[config.mk]
export PLATFORM = sky130hd
export DESIGN_NAME = decode_pipe_stage
export DESIGN_NICKNAME = d
export VERILOG_FILES = /design/src/rtl/decode_pipe_stage.sv
export SDC_FILE = /design/constraint.sdc
export NUM_CORES = 1
export LEC_CHECK = 0
export BUFFER_PORTS_ARGS = -buffer_cell sky130_fd_sc_hd__buf_4
export CORE_ASPECT_RATIO = 1.1
export CORE_MARGIN = 2
export CORE_UTILIZATION = 30
export DETAILED_ROUTE_END_ITERATION = 10
export GPL_TIMING_DRIVEN = 0
export REMOVE_ABC_BUFFERS = 1
export SETUP_SLACK_MARGIN = 0.05
export SYNTH_ARGS = -nofsm -noshare
export SYNTH_HDL_FRONTEND = slang
export SYNTH_SLANG_ARGS = --single-unit
[constraint.sdc]
create_clock -name clk -period 2.9 [get_ports clk]
set_input_delay 0.29 -clock clk [delete_from_list [all_inputs] [get_ports clk]]
set_output_delay 0.29 -clock clk [all_outputs]
set_load 0.01 [all_outputs]
[src/rtl/decode_pipe_stage.sv]
// rtl/decode_pipe_stage.sv - decode-stage register file, load-use hazard detect and decode->EX pipeline register
module decode_pipe_stage #(
  parameter int                 DATA_W  = 8,
  parameter int                 NREGS   = 4,
  parameter int                 SP_REG  = 3,
  parameter logic [DATA_W-1:0]  SP_INIT = 8'hFF,
  parameter int                 CTRL_W  = 24,
  localparam int                AW      = $clog2(NREGS)
) (
  input  logic              clk,
  input  logic              reset,
  input  logic              in_valid,
  output logic              in_ready,
  input  logic [AW-1:0]     rs1_addr,
  input  logic [AW-1:0]     rs2_addr,
  input  logic              rs1_used,
  input  logic              rs2_used,
  input  logic [AW-1:0]     rd_addr,
  input  logic              rd_wen,
  input  logic              is_load,
  input  logic [CTRL_W-1:0] ctrl_in,
  input  logic [DATA_W-1:0] pc_in,
  input  logic [DATA_W-1:0] imm_in,
  input  logic [1:0]        wb_wen,
  input  logic [AW-1:0]     wb_addr0,
  input  logic [AW-1:0]     wb_addr1,
  input  logic [DATA_W-1:0] wb_data0,
  input  logic [DATA_W-1:0] wb_data1,
  input  logic              flush,
  input  logic              ex_stall,
  output logic              load_use_stall,
  output logic              ex_valid,
  output logic [DATA_W-1:0] ex_rs1_data,
  output logic [DATA_W-1:0] ex_rs2_data,
  output logic [AW-1:0]     ex_rs1_addr,
  output logic [AW-1:0]     ex_rs2_addr,
  output logic [AW-1:0]     ex_rd_addr,
  output logic              ex_rs1_used,
  output logic              ex_rs2_used,
  output logic              ex_rd_wen,
  output logic              ex_is_load,
  output logic [CTRL_W-1:0] ex_ctrl,
  output logic [DATA_W-1:0] ex_pc,
  output logic [DATA_W-1:0] ex_imm,
  output logic [15:0]       bubble_cnt
);

  logic [DATA_W-1:0] regs [NREGS];
  logic [DATA_W-1:0] rs1_data, rs2_data, ex_rs1_fwd, ex_rs2_fwd;

  // Later assignments take priority, so port1 overrides port0 on a shared address.
  always_comb begin
    rs1_data   = regs[rs1_addr];
    rs2_data   = regs[rs2_addr];
    ex_rs1_fwd = ex_rs1_data;
    ex_rs2_fwd = ex_rs2_data;
    if (wb_wen[0] && wb_addr0 == rs1_addr)    rs1_data   = wb_data0;
    if (wb_wen[1] && wb_addr1 == rs1_addr)    rs1_data   = wb_data1;
    if (wb_wen[0] && wb_addr0 == rs2_addr)    rs2_data   = wb_data0;
    if (wb_wen[1] && wb_addr1 == rs2_addr)    rs2_data   = wb_data1;
    if (wb_wen[0] && wb_addr0 == ex_rs1_addr) ex_rs1_fwd = wb_data0;
    if (wb_wen[1] && wb_addr1 == ex_rs1_addr) ex_rs1_fwd = wb_data1;
    if (wb_wen[0] && wb_addr0 == ex_rs2_addr) ex_rs2_fwd = wb_data0;
    if (wb_wen[1] && wb_addr1 == ex_rs2_addr) ex_rs2_fwd = wb_data1;
  end

  assign load_use_stall = in_valid & ex_valid & ex_is_load & ex_rd_wen &
                          ((rs1_used & (rs1_addr == ex_rd_addr)) |
                           (rs2_used & (rs2_addr == ex_rd_addr)));

  assign in_ready = in_valid & ~load_use_stall & ~ex_stall & ~reset;

  always_ff @(posedge clk) begin
    if (reset) begin
      for (int i = 0; i < NREGS; i++)
        regs[i] <= (i == SP_REG) ? SP_INIT : '0;
    end else begin
      if (wb_wen[0]) regs[wb_addr0] <= wb_data0;
      if (wb_wen[1]) regs[wb_addr1] <= wb_data1;
    end
  end

  always_ff @(posedge clk) begin
    if (reset) begin
      ex_valid    <= 1'b0;
      ex_rs1_data <= '0;
      ex_rs2_data <= '0;
      ex_rs1_addr <= '0;
      ex_rs2_addr <= '0;
      ex_rd_addr  <= '0;
      ex_rs1_used <= 1'b0;
      ex_rs2_used <= 1'b0;
      ex_rd_wen   <= 1'b0;
      ex_is_load  <= 1'b0;
      ex_ctrl     <= '0;
      ex_pc       <= '0;
      ex_imm      <= '0;
      bubble_cnt  <= '0;
    end else if (flush) begin
      ex_valid <= 1'b0;
    end else if (ex_stall) begin
      // Held operands track WB so they are current when EX finally consumes them.
      if (ex_valid && ex_rs1_used) ex_rs1_data <= ex_rs1_fwd;
      if (ex_valid && ex_rs2_used) ex_rs2_data <= ex_rs2_fwd;
    end else if (load_use_stall) begin
      ex_valid <= 1'b0;
      if (bubble_cnt != 16'hFFFF) bubble_cnt <= bubble_cnt + 16'd1;
    end else begin
      ex_valid    <= in_valid;
      ex_rs1_data <= rs1_data;
      ex_rs2_data <= rs2_data;
      ex_rs1_addr <= rs1_addr;
      ex_rs2_addr <= rs2_addr;
      ex_rd_addr  <= rd_addr;
      ex_rs1_used <= rs1_used;
      ex_rs2_used <= rs2_used;
      ex_rd_wen   <= rd_wen;
      ex_is_load  <= is_load;
      ex_ctrl     <= ctrl_in;
      ex_pc       <= pc_in;
      ex_imm      <= imm_in;
    end
  end

endmodule

# Word level (Yosys, flattened, before mapping)

Memories as Yosys holds them, arrays and structs flattened.
Cells that the tools add are included.

Register bits: 83
Memories: 1
Bits of input ports: 77
Word-level logic and storage cells: 92
Output and inout bits: 85
Memory bits (writable): 32

Mux-type cells: 29
Equality and inequality tests: 16
Reduce and logical (&&, ||, !) cells: 17
Add/subtract/negate cells: 1
Bitwise gates (word level): 14

Memory list:

| name | words | width | rd ports | clocked after Yosys merged registers in | wr ports | line | source |
|---|---|---|---|---|---|---|---|
| regs | 4     | 8     | 2        | 0                                       | 4        | 48   | `logic [DATA_W-1:0] regs [NREGS];` |

Operators by type and width:

| operator                                                                | count |
|---|---|
| 8-bit two-way mux                                                       | 16 |
| 2-bit equality test                                                     | 10 |
| 16-bit by 1-bit adder with 16-bit output, second input constant         | 1 |
| 16-bit inequality test, second input constant                           | 1 |
| 8-bit OR reduction                                                      | 2 |
| 4-bit AND reduction                                                     | 3 |
| 1-bit two-way mux                                                       | 11 |
| 1-bit logical AND                                                       | 10 |
| 1-bit AND                                                               | 9 |
| 3-bit by 1-bit inequality test with 1-bit output, second input constant | 2 |
| 2-bit two-way mux                                                       | 2 |
| 2-bit by 1-bit inequality test with 1-bit output, second input constant | 2 |
| 1-bit NOT                                                               | 4 |
| 3-bit AND reduction                                                     | 1 |
| 2-bit inequality test, second input constant                            | 1 |
| 2-bit OR reduction                                                      | 1 |
| 1-bit bitwise OR                                                        | 1 |

# Logic depth before layout (Yosys ltp)

Gate-level depths: netlist of run 1.

Depth after elaboration: 8
Gate-level depth with buffers: 8
Gate-level depth less buffers: 6

# Worst setup path before layout of run 1

OpenSTA, ideal clock, no wires.

Path type: register to register
From: register bubble_cnt[0]
To: register bubble_cnt[8]
Period minus slack after synthesis: 1889 ps
Stages on the path, launching flop included: 8
Arrival time: 1768 ps
Setup time: 121 ps
Setup slack: 1011 ps
Buffers on the path: 1
Required time: 2779 ps
Path through: dfxtp_1 ha_1 nand4_1 or4_4 o21ai_4 buf_8 nor4_2 mux2_4

Cells in the longest elaborated chain, start to end: 2
Elaborated cells on any way between the ends: 3
Classes of those cells: add/sub: 1; eq/ne: 1; reduce/logical: 1

RTL lines:

| element                                                                          | line | source |
|---|---|---|
| start, declared                                                                  | 45   | `output logic [15:0] bubble_cnt` |
| start signal, assigned                                                           | 107  | `if (bubble_cnt != 16'hFFFF) bubble_cnt <= bubble_cnt + 16'd1;` |
| branches (longest 2 deep; another with 16-bit by 1-bit adder with 16-bit output) | -    |  |

Parallel ways; which one is timed is not known.
A chain may end at the register's enable or synchronous reset.

==> impl_metrics.env, run 1 <==
export IMPL_cts_tree="built"
export IMPL_p_leak_nw=3.05
export IMPL_finalSetupViolCount=0
export IMPL_post_dp_cell_area_sq_um=7270
export IMPL_worstPathRequired_ps=2900
export IMPL_maxSlewViolCount=0
export IMPL_regToRegSetupSlack_ps=590
export IMPL_n_antenna_cell=0
export IMPL_ys_seq_area_share_pct=44.8
export IMPL_holdCritPathClass="input port to flip-flop"
export IMPL_numPortBuffers=161
export IMPL_worst_skew_pair_late_latency_ps=420
export IMPL_maxSlewHeadroom_pct=16.5
export IMPL_final_hold_violation_count=0
export IMPL_grt_total_usage_pct=18.0
export IMPL_async_flop_share_pct=0
export IMPL_ioPinCount=162
export IMPL_worst_slew_pin_slew_ps=1250
export IMPL_cts_clk_slew_worst_paths_ps=60
export IMPL_core_rowCount=53
export IMPL_grt_start_max_net_pins=78
export IMPL_holdWs_ps=110
export IMPL_syn_cell_area_sq_um=5850
export IMPL_grt_pass1_vias=5220
export IMPL_path_class="input port to flip-flop"
export IMPL_drc=0
export IMPL_pwr_density_cell_nw_per_um2=586
export IMPL_r2r_cells=6
export IMPL_ant_nets=0
export IMPL_root_buffer="clkbuf_16"
export IMPL_hp_start="ctrl_in[22]"
export IMPL_wl_per_cell_um=17.4
export IMPL_synth_area_leaders="dfxtp_1 (28%), edfxtp_1 (16%), nand2_1 (7.3%)"
export IMPL_dieWidth_um=137
export IMPL_drt_initial_drc_count=315
export IMPL_final_core_util_pct=41.3
export IMPL_grt_first_pass_wirelength_um=28300
export IMPL_die_y_um=150
export IMPL_critPathCaptureType="flip-flop"
export IMPL_fmax_mhz=402
export IMPL_yosysWarnings=0
export IMPL_crit_fanout=77
export IMPL_synth_ff_type="dfxtp_1"
export IMPL_place_hpwl_um=12800
export IMPL_core_area_sq_um=19100
export IMPL_final_common_cell="buf_4"
export IMPL_start_kind="input port"
export IMPL_synthDistinctLibCells=53
export IMPL_arrival_ps=2490
export IMPL_post_cts_buffers=0
export IMPL_r2r_end="ex_rs2_data[0]"
export IMPL_cts_sinks=115
export IMPL_vdd_drop_max_mv=0.418
export IMPL_mostFrequentLayoutCells="buf_4 (163), nand2_1 (114), a21oi_1 (85)"
export IMPL_numCtsBuffers=17
export IMPL_areaGrowthSynthToFinish_pct=34.8
export IMPL_status="complete, no violations"
export IMPL_synth_edf_count=32
export IMPL_overflow=0
export IMPL_placed_cells=994
export IMPL_maxCapViolations=0
export IMPL_fp_dieArea_sq_um=20600
export IMPL_r2r_start="ex_rd_addr[1]"
export IMPL_fin_skew_ps=7.03
export IMPL_drtPass1Iterations=4
export IMPL_layout_nets=844
export IMPL_h_tree_depth=4
export IMPL_synth_area_per_cell_sq_um=9.36
export IMPL_cts_max_path_buffers=2
export IMPL_yosys_area_top_type="dfxtp_1"
export IMPL_fin_cells=1026
export IMPL_drt_total_wl_um=17800
export IMPL_vias=5346
export IMPL_antenna_found_initial=0
export IMPL_hold_depth=3
export IMPL_gp_congestion=0.823
export IMPL_min_period_ps=2490
export IMPL_post_route_period_util_pct=85.9
export IMPL_n_fill_cell=1960
export IMPL_synthDominantCellAreaShare_pct=28.4
export IMPL_ys_seq_elements=115
export IMPL_cts_resized=0
export IMPL_ctsHoldBuffers=0
export IMPL_syn_inst=625
export IMPL_holdPathEnd="ex_ctrl[22]"
export IMPL_final_layout_size_suffix_gt1_share_pct=32.1
export IMPL_initial_core_util_pct=30.6
export IMPL_fin_area_sq_um=7880
export IMPL_avgViaCountPerCell=5.21
export IMPL_rsz0062_at_grt="false"
metal layers:
metal	GRT usage [%]	vias up	part of all wire, %
li1	-	2591	-
met1	22.6	2530	43
met2	28.0	208	46
met3	7.17	17	9.4
met4	6.24	0	1.3
met5	0	-	0
registers in the layout (all words and copies together), names as in the netlist:
signal,cells
ex_rs2_used,1
ex_pc,8
ex_rd_addr,2
bubble_cnt,16
ex_rs1_data,8
ex_rd_wen,1
ex_is_load,1
ex_valid,1
ex_rs2_data,8
ex_rs1_used,1
ex_imm,8
ex_rs1_addr,2
ex_rs2_addr,2
regs,32
ex_ctrl,24
cell usage after synthesis (all sizes together) (10+ instances only):
master    n
buf      13
mux2     17
nand3    10
a22o     24
mux4     16
inv      28
xnor2    18
edfxtp   32
nand2   114
a21oi    87
dfxtp    83
o32ai    16
o21ai    22
nor2     22
o22ai    16
clkbuf   31
worst max-delay path: stages:
cell     delay (ps)
buf_4           660
inv_1           360
nand4_1         580
nand3_1         580
how the worst max path moves through the flow:
stage / slack (ps) / startpoint / cells past startpoint / to
floorplan: 350 / ex_valid / 5 / ex_rs1_data[0]
global placement: -770 / ex_stall / 5 / ex_rs2_data[7]
detailed placement: -90 / reset / 4 / regs[3][4]
CTS: 340 / reset / 4 / regs[3][5]
global route: 150 / reset / 4 / regs[3][5]
finish: 410 / reset / 4 / regs[3][1]
logic make-up after synthesis:
kind of cell / synth area share [%]
flip-flops: 44.8
AO/OA/AOI/OAI: 20.2
AND/OR/NAND/NOR: 16.7
XOR/XNOR: 3.29
multiplexers: 9.50
adder cells (fa/ha/maj): 0.214
buffers and inverters: 5.30
layout make-up:
type	instances	area (sq um)	area share (%)
clock inverters	14	174	2.21
multi-input cells	438	2940	37.2
well taps	247	309	3.92
inverters	28	105	1.33
flip-flops and latches	115	2620	33.3
clock buffers	18	439	5.57
repair buffers	166	1300	16.5
power breakdown:
part	internal [mW]	switching (mW)	total (mW)	leakage, nW
Sequential	1.75	0.0496	1.80	0.995
Clock	1.38	0.812	2.20	0.302
Combinational	0.304	0.321	0.625	1.76
Total	3.44	1.18	4.62	3.05
through the flow:
step / TNS (ps) / power (mW) / setup WS, ps
4_1_cts: 0 / 4.67 / 343
5_1_grt: 0 / 4.81 / 155
3_5_place_dp: -750 / 2.46 / -94.3
2_1_floorplan: 0 / 2.12 / 355
6_report: 0 / 4.62 / 409
3_3_place_gp: -30760 / 2.44 / -766
Power figures use the tool's default switching activity.
==> run 2: changes to the inputs <==
--- a/config.mk
+++ b/config.mk
@@ -7,10 +7,11 @@
 export LEC_CHECK = 0
 export BUFFER_PORTS_ARGS = -buffer_cell sky130_fd_sc_hd__buf_4
 export CORE_ASPECT_RATIO = 1.1
-export CORE_MARGIN = 2
+export CORE_MARGIN = 1
 export CORE_UTILIZATION = 30
 export DETAILED_ROUTE_END_ITERATION = 10
 export GPL_TIMING_DRIVEN = 0
+export PLACE_DENSITY = 0.55
 export REMOVE_ABC_BUFFERS = 1
 export SETUP_SLACK_MARGIN = 0.05
 export SYNTH_ARGS = -nofsm -noshare
==> run 2 against run 1 <==
  * Maximum frequency up 1.5%
  * Power down 2.3%
  * Die area down 2.8%
  * Global-route usage up 0.86 points
  * Critical path type is now flip-flop to flip-flop
  * Final area down 0.40%
  * Non-clock buffer count unchanged
  * Sequential share of layout area up 0.13 points
  * Cell count unchanged
  * Via count down 0.69%
==> impl_metrics.env, run 2 (synthesis gave the netlist of run 1 again) <==
export IMPL_place_hpwl_um=13100
export IMPL_p_clk_share_pct=46.2
export IMPL_top_register="regs"
export IMPL_worst_slew_pin_slew_ps=1210
export IMPL_regToRegSetupSlack_ps=450
export IMPL_fin_skew_ps=11.9
export IMPL_cts_sinks=115
export IMPL_r2r_end="ex_rs1_data[6]"
export IMPL_core_rowCount=53
export IMPL_drt_total_wl_um=18400
export IMPL_fp_dieArea_sq_um=20100
export IMPL_holdPathEnd="ex_ctrl[6]"
export IMPL_status="complete, no violations"
export IMPL_final_common_cell="buf_4"
export IMPL_r2r_cells=6
export IMPL_dieWidth_um=135
export IMPL_layout_nets=844
export IMPL_arrival_ps=2770
export IMPL_power_frac_comb_pct=13.8
export IMPL_post_cts_buffers=0
export IMPL_finalSetupViolCount=0
export IMPL_n_fill_cell=1958
export IMPL_rsz0062_at_grt="false"
export IMPL_cts_resized=0
export IMPL_core_area_sq_um=19100
export IMPL_power_frac_seq_pct=40.0
export IMPL_holdCritPathClass="input port to flip-flop"
export IMPL_path_class="flip-flop to flip-flop"
export IMPL_n_antenna_cell=0
export IMPL_drt_initial_drc_count=333
export IMPL_grt_pass1_vias=5073
export IMPL_hp_start="ctrl_in[6]"
export IMPL_final_hold_violation_count=0
export IMPL_mostFrequentLayoutCells="buf_4 (163), nand2_1 (114), a21oi_1 (85)"
export IMPL_fmax_mhz=407
export IMPL_slowest_delay_ps=690
export IMPL_maxSlewHeadroom_pct=19.3
export IMPL_final_layout_size_suffix_gt1_share_pct=32.1
export IMPL_wl_per_cell_um=17.9
export IMPL_die_y_um=148
export IMPL_hold_depth=3
export IMPL_maxCapViolations=0
export IMPL_pwr_density_cell_nw_per_um2=575
export IMPL_vias=5309
export IMPL_avgViaCountPerCell=5.17
export IMPL_drtPass1Iterations=4
export IMPL_largest_register_ffs=32
export IMPL_h_tree_depth=4
export IMPL_grt_start_max_net_pins=78
export IMPL_cts_clk_slew_worst_paths_ps=60
export IMPL_p_sw_mw=1.17
export IMPL_grt_first_pass_wirelength_um=28500
export IMPL_overflow=0
export IMPL_post_dp_cell_area_sq_um=7260
export IMPL_cp_top_family="simple AND/OR/NAND/NOR gates"
export IMPL_min_period_ps=2450
export IMPL_ioPinCount=162
export IMPL_maxSlewViolCount=0
export IMPL_worstPathRequired_ps=3210
export IMPL_numPortBuffers=161
export IMPL_initial_core_util_pct=30.6
export IMPL_cts_max_path_buffers=2
export IMPL_crit_fanout=20
export IMPL_reg_top3="regs: 32 flops, ex_ctrl: 24 flops, bubble_cnt: 16 flops"
export IMPL_r2r_start="ex_valid"
export IMPL_root_buffer="clkbuf_16"
export IMPL_start_kind="flip-flop"
export IMPL_drc=0
export IMPL_worst_skew_pair_late_latency_ps=420
export IMPL_critical_path_cell_chain="and4_1, and4_4, nor3_4, buf_16, o21ai_1, o32ai_1"
export IMPL_cp_num_buf_inv=1
export IMPL_post_route_period_util_pct=84.6
export IMPL_swShare_pct=26.0
export IMPL_cts_tree="built"
export IMPL_ctsHoldBuffers=0
export IMPL_p_leak_nw=3.03
export IMPL_numCtsBuffers=17
export IMPL_power_internal_mw=3.34
export IMPL_antenna_found_initial=0
export IMPL_final_core_util_pct=41.1
export IMPL_areaGrowthSynthToFinish_pct=34.2
export IMPL_ant_nets=0
export IMPL_slowest_stage="nor3_4"
export IMPL_vdd_drop_max_mv=0.383
export IMPL_critPathCaptureType="flip-flop"
export IMPL_grt_total_usage_pct=18.9
export IMPL_gp_congestion=0.845
export IMPL_fin_area_sq_um=7850
==> run 2: cell type report <==
type | instances | area (sq um) | share of cell area (%)
multi-input combinational | 438 | 2940 | 37.4
sequential | 115 | 2620 | 33.4
timing repair buffer | 166 | 1290 | 16.4
clock buffer | 19 | 475 | 6.05
tap | 247 | 309 | 3.94
clock inverter | 13 | 119 | 1.51
inverter | 28 | 105 | 1.34
==> run 2: worst max-delay path by stage <==
stage	end	start	depth (start not counted)	slack [ps]
2_1_floorplan	ex_rs1_data[0]	ex_valid	5	350
3_3_place_gp	ex_rs1_data[3]	rs2_addr[0]	6	-820
5_1_grt	ex_rs1_data[4]	ex_rd_addr[1]	6	260
4_1_cts	ex_rs1_data[4]	ex_valid	6	420
6_report	ex_rs1_data[6]	ex_valid	6	450
3_5_place_dp	regs[3][2]	reset	4	70
==> run 2: worst register-to-register path, delay by kind of cell (launching register included) <==
kind | cells | cell delay (ps)
AOI/OAI and AO/OA | 2 | 630
buffers and inverters | 1 | 230
DFF | 1 | 340
and+or+nand+nor | 3 | 1150
==> run 2: power by group through the flow <==
stage / registers, mW / clock network, mW / logic [mW]
after CTS: 1.80 / 2.15 / 0.630
after floorplan: 1.84 / 0 / 0.282
after detailed placement: 1.84 / 0 / 0.628
after global routing: 1.81 / 2.21 / 0.678
final: 1.80 / 2.08 / 0.624
after global placement: 1.83 / 0 / 0.616
==> run 2: per-layer routing <==
| layer | vias to the layer above | wire length (um) | track usage (%) |
|---|---|---|---|
| li1 | 2578 | - | - |
| met1 | 2523 | 8140 | 24.5 |
| met2 | 192 | 8430 | 28.8 |
| met3 | 16 | 1590 | 6.51 |
| met4 | 0 | 201 | 6.80 |
| met5 | - | 0 | 0 |
==> run 2: stage by stage <==
step / cells / setup TNS, ps / worst slack (ps) / power [mW] / hold WS, ps
floorplan: 581 / 0 / 355 / 2.12 / 352
global placement: 989 / -35610 / -822 / 2.45 / 443
detailed placement: 994 / 0 / 66.6 / 2.46 / 447
CTS: 1026 / 0 / 421 / 4.58 / 90.3
global route: 1026 / 0 / 257 / 4.70 / 101
finish: 1026 / 0 / 445 / 4.51 / 113
